===== src/rtl/cereal_pkg.sv =====
// cereal_pkg: shared definitions for the cereal transmitter and cereal_rx receiver.
// Honours CEREAL_RX_PARITY_EN (adds the PARITY state for 8E1 frames).
`default_nettype none

package cereal_pkg;

  localparam int CLKS_PER_BIT_DEFAULT = 10417;

  localparam int VALID_BIT = 15;
  localparam int FERR_BIT  = 14;
  localparam int PERR_BIT  = 13;

  typedef enum logic [2:0] {
    ST_IDLE      = 3'd0,
    ST_START     = 3'd1,
    ST_DATA      = 3'd2,
`ifdef CEREAL_RX_PARITY_EN
    ST_PARITY    = 3'd3,
`endif
    ST_STOP      = 3'd4,
    ST_WAIT_IDLE = 3'd5
  } cereal_state_e;

endpackage

`default_nettype wire


===== src/rtl/cereal_rx_if.sv =====
// cereal_rx_if: serial line input plus message-RAM write port of the receiver.
// slave = receiver side, master = the side driving the line and consuming writes.
`default_nettype none

interface cereal_rx_if #(
  parameter int ADDR_W = 8
) ();

  logic              serial_in;
  logic              clear;
  logic              ram_write;
  logic [ADDR_W-1:0] ram_addr;
  logic [15:0]       ram_data;
  logic              byte_valid;
  logic              busy;
  logic              full;
  logic              overrun;

  modport master (
    output serial_in,
    output clear,
    input  ram_write,
    input  ram_addr,
    input  ram_data,
    input  byte_valid,
    input  busy,
    input  full,
    input  overrun
  );

  modport slave (
    input  serial_in,
    input  clear,
    output ram_write,
    output ram_addr,
    output ram_data,
    output byte_valid,
    output busy,
    output full,
    output overrun
  );

endinterface

`default_nettype wire


===== src/rtl/cereal_rx_sync2.sv =====
// sync2: two-flop synchroniser for an asynchronous single-bit input.
// RESET_VAL sets the value both stages take while reset is asserted.
`default_nettype none

module sync2 #(
  parameter logic RESET_VAL = 1'b0
) (
  input  wire logic clk,
  input  wire logic rst_n,
  input  wire logic d,
  output logic      q
);

  logic meta_q;
  logic sync_q;

  always_ff @(posedge clk or negedge rst_n) begin
    if (!rst_n) begin
      meta_q <= RESET_VAL;
      sync_q <= RESET_VAL;
    end else begin
      meta_q <= d;
      sync_q <= meta_q;
    end
  end

  assign q = sync_q;

endmodule

`default_nettype wire


===== src/rtl/cereal_rx.sv =====
// cereal_rx: mid-bit sampling 8N1 receiver writing tagged bytes into the message RAM.
// Define CEREAL_RX_PARITY_EN for 8E1 frames with parity checking.
`default_nettype none

module cereal_rx
  import cereal_pkg::*;
#(
  parameter int CLKS_PER_BIT = CLKS_PER_BIT_DEFAULT,
  parameter int ADDR_W       = 8
) (
  input  wire logic  sysclk,
  input  wire logic  reset_n,
  cereal_rx_if.slave bus
);

  localparam int                CNT_W   = $clog2(CLKS_PER_BIT);
  localparam logic [CNT_W-1:0]  HALF_M1 = CNT_W'(CLKS_PER_BIT / 2 - 1);
  localparam logic [CNT_W-1:0]  FULL_M1 = CNT_W'(CLKS_PER_BIT - 1);

  logic rx_s;

  sync2 #(.RESET_VAL(1'b1)) u_sync (
    .clk   (sysclk),
    .rst_n (reset_n),
    .d     (bus.serial_in),
    .q     (rx_s)
  );

  cereal_state_e     state_q,   state_d;
  logic [CNT_W-1:0]  cnt_q,     cnt_d;
  logic [2:0]        bit_q,     bit_d;
  logic [7:0]        shift_q,   shift_d;
  logic              perr_q,    perr_d;
  logic [ADDR_W-1:0] addr_q,    addr_d;
  logic              full_q,    full_d;
  logic              overrun_q, overrun_d;
  logic              wr_q,      wr_d;
  logic              valid_q,   valid_d;
  logic [15:0]       data_q,    data_d;
  logic              busy_q,    busy_d;

  logic              frame_done;
  logic [15:0]       word;

  always_comb begin
    state_d    = state_q;
    cnt_d      = cnt_q;
    bit_d      = bit_q;
    shift_d    = shift_q;
    perr_d     = perr_q;
    addr_d     = addr_q;
    full_d     = full_q;
    overrun_d  = overrun_q;
    wr_d       = 1'b0;
    valid_d    = 1'b0;
    data_d     = data_q;
    frame_done = 1'b0;
    word       = 16'h0000;

    case (state_q)
      ST_IDLE: begin
        if (!rx_s) begin
          cnt_d   = HALF_M1;
          perr_d  = 1'b0;
          state_d = ST_START;
        end
      end
      ST_START: begin
        if (cnt_q == '0) begin
          if (rx_s) begin
            state_d = ST_IDLE;
          end else begin
            cnt_d   = FULL_M1;
            bit_d   = 3'd0;
            state_d = ST_DATA;
          end
        end else begin
          cnt_d = cnt_q - 1'b1;
        end
      end
      ST_DATA: begin
        if (cnt_q == '0) begin
          shift_d = {rx_s, shift_q[7:1]};
          cnt_d   = FULL_M1;
          bit_d   = bit_q + 1'b1;
          if (bit_q == 3'd7) begin
`ifdef CEREAL_RX_PARITY_EN
            state_d = ST_PARITY;
`else
            state_d = ST_STOP;
`endif
          end
        end else begin
          cnt_d = cnt_q - 1'b1;
        end
      end
`ifdef CEREAL_RX_PARITY_EN
      ST_PARITY: begin
        if (cnt_q == '0) begin
          perr_d  = rx_s ^ (^shift_q);
          cnt_d   = FULL_M1;
          state_d = ST_STOP;
        end else begin
          cnt_d = cnt_q - 1'b1;
        end
      end
`endif
      ST_STOP: begin
        if (cnt_q == '0) begin
          frame_done = 1'b1;
          // A low stop bit may be a break; hold off until the line idles again.
          state_d    = rx_s ? ST_IDLE : ST_WAIT_IDLE;
        end else begin
          cnt_d = cnt_q - 1'b1;
        end
      end
      ST_WAIT_IDLE: begin
        if (rx_s) begin
          state_d = ST_IDLE;
        end
      end
      default: begin
        state_d = ST_IDLE;
      end
    endcase

    word[VALID_BIT] = 1'b1;
    word[FERR_BIT]  = ~rx_s;
    word[PERR_BIT]  = perr_q;
    word[7:0]       = shift_q;

    // Address advances in the cycle after the strobe so ram_addr is stable during it.
    if (wr_q) begin
      addr_d = addr_q + 1'b1;
      if (addr_q == '1) begin
        full_d = 1'b1;
      end
    end

    if (frame_done) begin
      valid_d = 1'b1;
      if (!full_q) begin
        wr_d   = 1'b1;
        data_d = word;
      end else begin
        overrun_d = 1'b1;
      end
    end

    if (bus.clear) begin
      addr_d    = '0;
      full_d    = 1'b0;
      overrun_d = 1'b0;
    end

    busy_d = (state_d != ST_IDLE);
  end

  always_ff @(posedge sysclk or negedge reset_n) begin
    if (!reset_n) begin
      state_q   <= ST_IDLE;
      cnt_q     <= '0;
      bit_q     <= 3'd0;
      shift_q   <= 8'h00;
      perr_q    <= 1'b0;
      addr_q    <= '0;
      full_q    <= 1'b0;
      overrun_q <= 1'b0;
      wr_q      <= 1'b0;
      valid_q   <= 1'b0;
      data_q    <= 16'h0000;
      busy_q    <= 1'b0;
    end else begin
      state_q   <= state_d;
      cnt_q     <= cnt_d;
      bit_q     <= bit_d;
      shift_q   <= shift_d;
      perr_q    <= perr_d;
      addr_q    <= addr_d;
      full_q    <= full_d;
      overrun_q <= overrun_d;
      wr_q      <= wr_d;
      valid_q   <= valid_d;
      data_q    <= data_d;
      busy_q    <= busy_d;
    end
  end

  assign bus.ram_write  = wr_q;
  assign bus.ram_addr   = addr_q;
  assign bus.ram_data   = data_q;
  assign bus.byte_valid = valid_q;
  assign bus.busy       = busy_q;
  assign bus.full       = full_q;
  assign bus.overrun    = overrun_q;

endmodule

`default_nettype wire


===== src/flat_wrapper.sv =====
// flat-port wrapper written by rule: the top's interface ports become plain ports
module cereal_rx_flat import cereal_pkg::*;
#(
  parameter int CLKS_PER_BIT = CLKS_PER_BIT_DEFAULT,
  parameter int ADDR_W       = 8
)
  (sysclk, reset_n, bus_serial_in, bus_clear, bus_ram_write, bus_ram_addr, bus_ram_data, bus_byte_valid, bus_busy, bus_full, bus_overrun);
  cereal_rx_if #(.ADDR_W(ADDR_W)) bus_i ();
  input  wire logic sysclk;
  input  wire logic reset_n;
  input wire logic [$bits(bus_i.serial_in)-1:0] bus_serial_in;
  input wire logic [$bits(bus_i.clear)-1:0] bus_clear;
  output wire logic [$bits(bus_i.ram_write)-1:0] bus_ram_write;
  output wire logic [$bits(bus_i.ram_addr)-1:0] bus_ram_addr;
  output wire logic [$bits(bus_i.ram_data)-1:0] bus_ram_data;
  output wire logic [$bits(bus_i.byte_valid)-1:0] bus_byte_valid;
  output wire logic [$bits(bus_i.busy)-1:0] bus_busy;
  output wire logic [$bits(bus_i.full)-1:0] bus_full;
  output wire logic [$bits(bus_i.overrun)-1:0] bus_overrun;
  assign bus_i.serial_in = bus_serial_in;
  assign bus_i.clear = bus_clear;
  assign bus_ram_write = bus_i.ram_write;
  assign bus_ram_addr = bus_i.ram_addr;
  assign bus_ram_data = bus_i.ram_data;
  assign bus_byte_valid = bus_i.byte_valid;
  assign bus_busy = bus_i.busy;
  assign bus_full = bus_i.full;
  assign bus_overrun = bus_i.overrun;
  cereal_rx #(.CLKS_PER_BIT(CLKS_PER_BIT), .ADDR_W(ADDR_W)) u_core (.sysclk(sysclk), .reset_n(reset_n), .bus(bus_i));
endmodule

===== config.mk =====
export PLATFORM = sky130hd
export DESIGN_NAME = cereal_rx_flat
export DESIGN_NICKNAME = d
export VERILOG_FILES = /design/src/rtl/cereal_pkg.sv /design/src/rtl/cereal_rx_if.sv /design/src/rtl/cereal_rx_sync2.sv /design/src/rtl/cereal_rx.sv /design/src/flat_wrapper.sv
export SDC_FILE = /design/constraint.sdc
export NUM_CORES = 1
export LEC_CHECK = 0
export ABC_AREA = 1
export CAP_MARGIN = 10
export CORE_MARGIN = 10
export CORE_UTILIZATION = 50
export CTS_CLUSTER_SIZE = 16
export DETAILED_ROUTE_END_ITERATION = 7
export PLACE_DENSITY = 0.76
export REMOVE_ABC_BUFFERS = 1
export SYNTH_ARGS = -nofsm -noshare
export SYNTH_HDL_FRONTEND = slang
export SYNTH_SLANG_ARGS = --single-unit

===== constraint.sdc =====
create_clock -name sysclk -period 1.55 [get_ports sysclk]
set_input_delay 0.155 -clock sysclk [delete_from_list [all_inputs] [get_ports sysclk]]
set_output_delay 0.155 -clock sysclk [all_outputs]
set_load 0.1 [all_outputs]

==> flow_summary.json <==
{
  "status": "finished, violations left",
  "violations": "setup timing",
  "peakVddDrop_mv": 0.534,
  "start_util": 0.510,
  "hold_slack_ns": 0.225,
  "clk-insertion-delay-late_ns": 0.32,
  "cts_tree": "yes",
  "grt_use_total": 0.155,
  "min-delay-start": "bus_serial_in",
  "final_area_mm2": 0.00400,
  "rr_startpoint": "u_core.cnt_q[2]",
  "die-area_mm2": 0.00892,
  "cp-end-kind": "register",
  "grt_pass1_wl_mm": 11.4,
  "cts_max_level": 2,
  "clock.fmax_mhz": 625,
  "clockBufferDepth": 2,
  "drtIter0Drc": 141,
  "synth_ff_type": "dfrtp_1",
  "vias": 2574,
  "pre_cts_ws_ns": -0.0327,
  "worst-r2r-cell-count": 10,
  "dp_cells": 483,
  "dr.pass1.iters": 6,
  "tns_ns": -0.444,
  "ant_nets": 0,
  "grt_max_degree": 41,
  "grt_pass1_vias": 2504,
  "finalSetupViolCount": 21,
  "r2r-end": "u_core.cnt_q[9]",
  "cpMostUsedCell": "nand2_1",
  "fin_total_pwr_mw": 2.50,
  "gp_congestion": 0.914,
  "rsz0062_at_grt": "true",
  "hold_path.class": "input pin to register",
  "portBuffers": 26,
  "final_util": 0.735,
  "ios": 33,
  "die_w_um": 94.5,
  "n_antenna_cell": 0,
  "via_per_inst": 5.15,
  "worst_hold_path.endpoint": "u_core.u_sync.meta_q",
  "area_growth_pct": 44.2,
  "synth_seq_area_share": 0.479,
  "arrival_ns": 1.86,
  "drv_cap": 0,
  "cts_sinks": 53,
  "rrSetupSlack_ns": -0.05,
  "min_path_cells": 1,
  "cts_root_buf": "clkbuf_8",
  "crit_chain": "buf_4, nor2_2, nand2_1, nor2_1, buf_4, inv_1, nor2_1, xor2_1, nand2_1, nand2_1",
  "cp_slowest_stage_delay_ns": 0.43,
  "cp_max_fo": 4,
  "crit_type": "register to register",
  "nNetsFinal": 436,
  "fp.dieH_um": 94.5,
  "num_rows": 27,
  "final.setup.worst_slack_ns": -0.0489,
  "synth_edf_count": 0,
  "powerDensity_mw_per_mm2": 627,
  "power_leakage_nw": 1.98,
  "fin_crit_ns": 1.60,
  "overflow": 0,
  "yosys_register_bits": 53,
  "core_mm2": 0.00544,
  "cp.required_ns": 1.82,
  "drive_gt1_frac": 0.348,
  "yosysUniqueCellTypes": 29,
  "synth_area_mm2": 0.00277,
  "final_cells": 500,
  "ys_warn_count": 0,
  "postSynth.asyncResetShare": 1.00,
  "dpl.hpwl_mm": 4.79,
  "drc_errors": 0,
  "path_clk_slew_ns": 0.10,
  "crit_slowest_cell": "dfrtp_1",
  "syn_inst": 349,
  "start_kind": "register",
  "finalHoldViolations": 0,
  "routedWlPerCell_um": 14.7,
  "antenna_found_initial": 0,
  "numCtsBuffers": 5,
  "avgSynthCellArea_um2": 7.94,
  "place_area_mm2": 0.00360,
  "wirelength_mm": 7.35,
  "fin_skew_ns": 0.00667,
  "finalMaxSlewViolations": 0,
  "fin_crit_sh": 1.03
}
[cells in the final DEF (no fill, tap or decap), drive strengths merged, types with 5 or more instances in the layout]
cell,n
a21oi,9
buf,70
clkbuf,5
conb,6
dfrtp,51
ha,5
inv,49
nand2,103
nand3,28
nand4,6
nor2,45
o21ai,28
xor2,6
[state kept, by name, summed over array words and instances, names as in the netlist, 3 cells and up]
register	flops
u_core.cnt_q	14
u_core.bus.ram_addr	8
u_core.shift_q	8
u_core.bit_q	3
u_core.bus.ram_data	10
u_core.state_q	3
[worst max path at each step]
stage	startpoint	to	slack [ns]	cells after the start
global route	u_core.cnt_q[0]	u_core.bit_q[2]	-0.15	9
finish	u_core.cnt_q[2]	u_core.cnt_q[9]	-0.05	10
floorplan	u_core.bus.ram_addr[0]	u_core.bus.ram_addr[6]	-0.41	5
global placement	u_core.cnt_q[0]	u_core.cnt_q[7]	0.04	9
detailed placement	u_core.cnt_q[0]	u_core.shift_q[6]	-0.03	9
CTS	u_core.cnt_q[0]	u_core.bus.ram_data[5]	-0.03	9
[logic make-up after synthesis]
| family | after synthesis | synth area share |
|---|---|---|
| compound gates | 40 | 0.0844 |
| other cells | 1 | 0.00135 |
| fa+ha+maj | 5 | 0.0226 |
| xor+xnor | 8 | 0.0253 |
| buf+inv | 57 | 0.0921 |
| simple gates | 185 | 0.295 |
| flops | 53 | 0.479 |
[power by group]
group / internal (mW) / leakage (nW) / switching, mW / total, mW
Combinational: 0.0193 / 1.23 / 0.103 / 0.123
Clock: 0.495 / 0.0603 / 0.498 / 0.993
Sequential: 1.39 / 0.689 / 0.000940 / 1.39
[what timing repair did]
item                       in CTS  in global routing
gates cloned                    0                  2
gates resized for setup         3                 49
pin swaps                       1                  9
hold buffers                    1                  0
hold endpoints to repair       13                  0
setup endpoints to repair      24                 41
buffers inserted                0                  6
[metal layers]
layer  up-vias  track usage  part of all wire
li1       1246            -                 -
met1      1224        0.185              0.38
met2        87        0.271              0.54
met3        17       0.0333             0.061
met4         0       0.0461             0.023
met5         -            0                 0
[cell usage after synthesis (2+ instances only)]
cell / instances / share of area
ha_1: 5 / 0.023
dfrtp_1: 51 / 0.46
nor2_4: 4 / 0.016
inv_2: 11 / 0.015
nor2_2: 3 / 0.0068
nand2_1: 98 / 0.13
inv_1: 37 / 0.050
dfstp_2: 2 / 0.019
o21ai_2: 7 / 0.022
xor2_1: 6 / 0.019
o211ai_1: 2 / 0.0054
xnor2_1: 2 / 0.0063
nand4_1: 6 / 0.014
buf_6: 2 / 0.0081
nand3_2: 2 / 0.0072
nand3_1: 25 / 0.045
a21oi_1: 9 / 0.016
nor2_1: 38 / 0.051
nand2_2: 3 / 0.0068
o21ai_0: 5 / 0.0090
nor3_1: 2 / 0.0036
o21ai_1: 16 / 0.029
buf_4: 7 / 0.019
[worst max-delay path: cells and delay by family, from the launching register on]
family / cells / cell delay, ns
AND/OR/NAND/NOR: 6 / 0.58
flip-flops: 1 / 0.43
buffers and inverters: 3 / 0.37
XOR/XNOR: 1 / 0.18
[cell type report]
| type | count | area, um2 |
|---|---|---|
| Timing Repair Buffer | 73 | 857 |
| Fill cell | 385 | 1440 |
| Tap cell | 72 | 90.1 |
| Sequential cell | 53 | 1330 |
| Clock inverter | 3 | 50.0 |
| Clock buffer | 5 | 68.8 |
| Inverter | 48 | 190 |
| Multi-Input combinational cell | 246 | 1410 |
(Power assumes the default switching activity.)
